## config.mk

```make
export PLATFORM = sky130hd
export DESIGN_NAME = popcount_window_acc
export DESIGN_NICKNAME = d
export VERILOG_FILES = /design/src/rtl/popcount_pkg.sv /design/src/rtl/popcount_window_acc_sat_clamp.sv /design/src/rtl/popcount_window_acc.sv
export SDC_FILE = /design/constraint.sdc
export NUM_CORES = 1
export LEC_CHECK = 0
export CORE_AREA = 3 3 58 60
export CTS_BUF_LIST = sky130_fd_sc_hd__clkbuf_4
export DETAILED_ROUTE_END_ITERATION = 10
export DIE_AREA = 0 0 61 63
export PLACE_DENSITY = 0.83
export SYNTH_ARGS = -nofsm -noshare
export SYNTH_HDL_FRONTEND = slang
export SYNTH_SLANG_ARGS = --single-unit
```

## constraint.sdc

```tcl
create_clock -name clk -period 4.9 [get_ports clk]
set_input_delay 0.49 -clock clk [delete_from_list [all_inputs] [get_ports clk]]
set_output_delay 0.49 -clock clk [all_outputs]
set_load 0.02 [all_outputs]
```

## src/rtl/popcount_pkg.sv

```systemverilog
// Shared definitions for consumers of the 8-bit popcount stage:
// sample width and maximum, window FSM states, and the saturating clamp.
package popcount_pkg;

  localparam int POPCNT_W   = 4;
  localparam int POPCNT_MAX = 8;

  typedef enum logic {
    ACCUM = 1'b0,
    HOLD  = 1'b1
  } acc_state_t;

  // An 8-bit popcount can never exceed 8; larger codes are treated as 8.
  function automatic logic [POPCNT_W-1:0] clamp_cnt(input logic [POPCNT_W-1:0] c);
    return (c > POPCNT_W'(POPCNT_MAX)) ? POPCNT_W'(POPCNT_MAX) : c;
  endfunction

endpackage

```

## src/rtl/popcount_window_acc_sat_clamp.sv

```systemverilog
// Combinational clamp of one popcount sample plus the updated running maximum.
// Reusable by any consumer of the popcount stage.
module popcount_sat_clamp
  import popcount_pkg::*;
(
  input  logic [POPCNT_W-1:0] i_count,
  input  logic [POPCNT_W-1:0] i_max,
  output logic [POPCNT_W-1:0] o_clamped,
  output logic [POPCNT_W-1:0] o_new_max
);

  logic [POPCNT_W-1:0] w_clamped;

  assign w_clamped = clamp_cnt(i_count);
  assign o_clamped = w_clamped;
  assign o_new_max = (w_clamped > i_max) ? w_clamped : i_max;

endmodule

```

## src/rtl/popcount_window_acc.sv

```systemverilog
// Window accumulator of clamped popcount samples with sum/max result on a valid/ready port.
// Optional sticky over-threshold flag enabled by defining POPACC_OVER_EN.
module popcount_window_acc
  import popcount_pkg::*;
#(
  parameter  int WINDOW_LEN = 16,
  localparam int SUM_W      = $clog2(WINDOW_LEN * POPCNT_MAX + 1)
`ifdef POPACC_OVER_EN
  ,
  parameter  int OVER_THRESH = 6
`endif
) (
  input  logic                clk,
  input  logic                rst,
  input  logic                in_valid,
  output logic                in_ready,
  input  logic [POPCNT_W-1:0] in_count,
  output logic                out_valid,
  input  logic                out_ready,
  output logic [SUM_W-1:0]    out_sum,
  output logic [POPCNT_W-1:0] out_max
`ifdef POPACC_OVER_EN
  ,
  output logic                out_over
`endif
);

  localparam logic [7:0] LAST_IDX = 8'(WINDOW_LEN - 1);

  acc_state_t          r_state;
  logic [7:0]          r_cnt;
  logic [SUM_W-1:0]    r_acc;
  logic [POPCNT_W-1:0] r_max;
  logic [SUM_W-1:0]    r_out_sum;
  logic [POPCNT_W-1:0] r_out_max;
  logic                r_out_valid;

  logic [POPCNT_W-1:0] w_clamped;
  logic [POPCNT_W-1:0] w_new_max;
  logic [SUM_W-1:0]    w_sum_next;
  logic                w_accept;
  logic                w_last;

  popcount_sat_clamp u_clamp (
    .i_count   (in_count),
    .i_max     (r_max),
    .o_clamped (w_clamped),
    .o_new_max (w_new_max)
  );

  assign w_accept   = (r_state == ACCUM) && in_valid;
  assign w_last     = (r_cnt == LAST_IDX);
  assign w_sum_next = r_acc + SUM_W'(w_clamped);

  always_ff @(posedge clk or posedge rst) begin
    if (rst) begin
      r_state     <= ACCUM;
      r_cnt       <= '0;
      r_acc       <= '0;
      r_max       <= '0;
      r_out_sum   <= '0;
      r_out_max   <= '0;
      r_out_valid <= 1'b0;
    end else if (r_state == ACCUM) begin
      if (w_accept) begin
        if (w_last) begin
          r_out_sum   <= w_sum_next;
          r_out_max   <= w_new_max;
          r_out_valid <= 1'b1;
          r_acc       <= '0;
          r_max       <= '0;
          r_cnt       <= '0;
          r_state     <= HOLD;
        end else begin
          r_acc <= w_sum_next;
          r_max <= w_new_max;
          r_cnt <= r_cnt + 8'd1;
        end
      end
    end else if (out_ready) begin
      // Handshake cycle never accepts a sample: one bubble per window.
      r_out_valid <= 1'b0;
      r_state     <= ACCUM;
    end
  end

`ifdef POPACC_OVER_EN
  logic r_over;
  logic r_out_over;
  logic w_over_hit;

  assign w_over_hit = int'(w_clamped) > OVER_THRESH;

  always_ff @(posedge clk or posedge rst) begin
    if (rst) begin
      r_over     <= 1'b0;
      r_out_over <= 1'b0;
    end else if (w_accept) begin
      if (w_last) begin
        r_out_over <= r_over | w_over_hit;
        r_over     <= 1'b0;
      end else begin
        r_over <= r_over | w_over_hit;
      end
    end
  end

  assign out_over = r_out_over;
`endif

  assign in_ready  = (r_state == ACCUM);
  assign out_valid = r_out_valid;
  assign out_sum   = r_out_sum;
  assign out_max   = r_out_max;

endmodule

```

==> Word level (Yosys, flattened, before mapping) <==
Index checks and enable logic that the tools add are counted.
{ "op_classes": {"add_sub_neg": 2, "order_cmp": 2, "eq_ne": 2, "muxes": 13, "n_bitwise": 1, "n_reduce_logical": 6} }
{ "op_table": {"columns": ["op", "count"], "rows": [
  ["two-way mux 8 bit", 2],
  ["two-way mux 4 bit", 3],
  ["adder 8 x 1 -> 8 bit, second input constant", 1],
  ["adder 8 x 4 -> 8 bit", 1],
  ["equality test 8 x 4 -> 1 bit, second input constant", 1],
  ["two-way mux 1 bit", 8],
  ["AND reduction 3 bit", 2],
  ["> comparator 4 bit", 1],
  ["> comparator 4 bit, second input constant", 1],
  ["nonzero test 2 bit", 2],
  ["inequality test 2 bit, second input constant", 1],
  ["AND reduction 2 bit", 1],
  ["logical AND 1 bit", 1],
  ["NOT 1 bit", 1]
]} }
{ "word_totals": {"regBits": 34, "out_inout_bits": 14, "elab_cells": 33} }

==> Logic depth before layout (Yosys ltp) <==
{ "logic_depth": {"depth_word": 5, "mapped_depth": 9} }

==> Cells and area by module <==
From an unflattened synthesis, not the netlist that was laid out.
{ "unflattened": {"hier_cells": 181, "area_unflattened_um2": 1841.8} }
{ "by_module_without_submodules": {"columns": ["module", "instances", "cells_per_inst", "area_each_um2"], "rows": [
  ["popcount_window_acc", 1, 160, 1647.8],
  ["popcount_sat_clamp", 1, 21, 193.9]
]} }

==> Worst setup path before layout <==
Ideal clock, no wire load.
{ "synth_path": {"path_type": "input to register", "start": "input port in_count[0]", "end": "register r_out_sum[4] (netlist: out_sum[4])", "setup_time_ns": 0.125, "arrival_ns": 2.095, "required_ns": 4.775, "slack_ns": 2.680, "stages": 9, "cell_sequence": "nor2b_1 > ha_1 > inv_1 > fa_1 > nor2b_1 > o21ai_0 > and2_1 > xnor2_1 > mux2_2"} }
{ "synth_via": {"elab_chain_len": 3} }
{ "synth_rtl": {"columns": ["item", "line_no", "text"], "rows": [
  ["from (decl)", "popcount_window_acc.sv:17", "input logic [POPCNT_W-1:0] in_count,"],
  ["> comparator 4 bit", "popcount_pkg.sv:15", "return (c > POPCNT_W'(POPCNT_MAX)) ? POPCNT_W'(POPCNT_MAX) : c;"],
  ["two-way mux 4 bit *", "popcount_pkg.sv:15", null],
  ["adder 8 x 4 -> 8 bit *", "popcount_window_acc.sv:53", "assign w_sum_next = r_acc + SUM_W'(w_clamped);"],
  ["to (signal assigned)", "popcount_window_acc.sv:67", "r_out_sum <= w_sum_next;"],
  ["to (decl)", "popcount_window_acc.sv:34", "logic [SUM_W-1:0] r_out_sum;"]
]} }
Mark *: on every way between the ends. The rest lies on a longest branch, timed or not.
A chain may end at the register's enable or synchronous reset.

==> Final worst setup path <==
{ "layout_path": {"start": "input port in_count[3]", "end": "register r_out_sum[4] (netlist: out_sum[4])"} }
The elaborated chain is that of the path after synthesis.

==> results.toml <==
[critical_path]
r2r-end = "out_sum[0]"
cp_data_required_time_ns = 5.14
reg2reg_depth = 5
r2r_slack_ns = 2.91
cp-endpoint = "out_sum[4]"
crit_path_end_kind = "flop"
cp_data_arrival_time_ns = 2.85
cp-startpoint = "in_count[3]"
r2r-start = "r_cnt[0]"
cp-start-kind = "input pin"
path_max_fanout = 7
path_class = "input pin to flop"

[pwr]
internal-power_uw = 645
p_clk_share_pct = 14.6
p_seq_share_pct = 43.3
power_switching_uw = 403
p_leak_uw = 0.000938
sw_frac_of_total_pct = 38.5
power_frac_comb_pct = 42.1
power_density_mw_per_mm2 = 516
irDropWorstVdd_mv = 0.279

[timing]
finalCriticalPeriod_ns = 2.62
skew_ns = 0.0111
drv_slew = 0
rsz0062_at_grt = "no"
worst_pin_slew_ns = 0.652
finalHoldViolCount = 0
min_period_over_period_pct = 53.4
setup_tns_ns = 0
setup_slack_ns = 2.28
setup_viol = 0
fmax_mhz = 382
relSlewSlack_pct = 56.4

[layout]
final_cell_mix = "34 x dfrtp_1, 24 x nand2_1, 21 x clkdlybuf4s50_1, 19 x o21ai_0, 11 x inv_1"
layout.nets = 207
layout_commonest_cell = "dfrtp_1"
area.growth.synth_to_final_pct = 17.0
final_cells = 223
drive_gt1_share_pct = 12.1
insertedDiodeCount = 0
final_core_util_pct = 68.2

[place]
post-place-ws_ns = 1.94
port_buffers = 21
place_hpwl_um = 2410
place_inst = 215
routabilityCongestion = 0.766

[die]
die_x_um = 61
dieArea_mm2 = 0.00384
core-area_mm2 = 0.00298
num_io_pins = 22
die_h_um = 63
initial_core_util_pct = 58.3
rows = 20

[global_routing]
grt_max_degree = 35
grt_overflow = 0
antenna_found_initial = 0
grt_pass1_wl_um = 5780
grt_pass1_vias = 1303
track_usage_pct = 20.4

[drt]
wl_um = 3310
ant_nets = 0
routedWlPerCell_um = 14.8
vias_per_cell = 5.80
vias = 1293
drtPass1Iterations = 4
drtIter0Drc = 60
drc = 0

[clock_tree]
clk_latency_ns = 0.34
cts_root_buffer = "clkbuf_4"
cts_tree = "done"
cts_buffers = 5
h-tree-depth = 2
cts-resized-gates = 0
clock-sinks = 34
cts.path.max_buffers = 2
cts.clk_slew.worst_paths_ns = 0.10
postCtsHoldBufs = 0
postCtsSetupBuffers = 0

[hold_path]
holdCritPathClass = "flop to flop"

[synth]
syn_area_per_cell_um2 = 10.6
syn_nets = 182
ys_seq_area_share_pct = 49.0
synthesis.area_mm2 = 0.00174
synth_cell_types = 33
yosysWarnings = 0
synth-seq-cells = 34
synth_cells = 164

[outcome]
status = "complete, no violations"

[flow_run]
max_cap_violations = 0
[worst min path at each step]
stage,startpoint,slack [ns],depth (start not counted),end
after floorplan,r_acc[2],0.46,2,r_acc[2]
after global routing,out_sum[5],0.51,2,out_sum[5]
final,out_sum[5],0.49,2,out_sum[5]
after CTS,out_sum[5],0.49,2,out_sum[5]
after detailed placement,out_sum[5],0.47,2,out_sum[5]
after global placement,out_valid,0.46,2,out_valid
[flip-flops by register name, summed over array words and instances (netlist names)]
name       count
out_sum        8
r_cnt          8
r_max          4
out_max        4
r_acc          8
out_valid      1
r_state        1
[per-stage QoR]
stage,total power [µW],instance area (µm²),hold slack [ns]
after global routing,1130,2030,0.511
after floorplan,744,1740,0.456
final,1050,2030,0.489
after CTS,1050,2030,0.491
after global placement,872,1980,0.457
after detailed placement,897,1980,0.470
[power by group through the flow]
stage | clock network (µW) | registers (µW) | logic (µW)
floorplan | 0 | 482 | 262
global placement | 0 | 449 | 423
detailed placement | 0 | 457 | 441
CTS | 156 | 452 | 443
global route | 170 | 466 | 492
finish | 153 | 454 | 441
[logic make-up (layout without fill, tap and decap cells)]
kind of cell,after synthesis,in the layout,share of synthesized area (%)
buffers and inverters,15,41,3.39
flip-flops,34,34,49.0
XOR/XNOR,11,11,5.55
multiplexers,8,8,4.90
adder cells (fa/ha/maj),10,10,7.64
AND/OR/NAND/NOR,46,46,13.7
AO/OA/AOI/OAI,40,40,15.8
[critical path, stage by stage]
cell and delay, ns:
clkdlybuf4s50_1 0.54, nor2b_1 0.29, ha_1 0.24, inv_1 0.06, fa_1 0.39, nor2b_1 0.12, o21ai_0 0.13, and2_1 0.21
xnor2_1 0.13, mux2_2 0.26
[metal layers]
layer	GRT usage [%]	routed length (µm)	part of all wire (%)
met1	26.3	1470	45
met2	29.9	1550	47
met3	8.68	235	7.1
met4	7.59	48	1.5
met5	0	0	0
[area by class of cell]
type	count	area, µm²
clock buffers	6	45.0
multi-input cells	115	826
well taps	33	41.3
repair buffers	22	218
clock inverters	2	8.76
flip-flops and latches	34	851
inverters	11	41.3
fillers	220	947
[synth_stat cells]
library cell	instances	share of area, %
a211oi_1	1	0.43
a21o_1	2	0.86
a21oi_1	5	1.4
a22o_1	2	1.0
a22o_2	4	2.3
a31oi_1	2	0.72
a41o_2	1	0.65
a41oi_4	1	1.6
and2_1	1	0.36
and3_2	2	0.86
buf_2	2	0.58
clkbuf_1	2	0.43
dfrtp_1	34	49
fa_1	1	1.2
ha_1	9	6.5
inv_1	11	2.4
mux2_2	4	2.6
mux2i_1	4	2.3
nand2_1	24	5.2
nand2b_1	1	0.36
nand2b_4	1	0.79
nand3_1	2	0.58
nand4_1	3	1.1
nor2_1	5	1.1
nor2b_1	5	1.8
nor4_4	1	1.2
o21ai_0	19	5.5
o21ai_2	1	0.50
o22ai_1	1	0.36
o31ai_1	1	0.43
or3_1	1	0.36
xnor2_1	6	3.0
xor2_1	5	2.5
(Power assumes the default switching activity.)
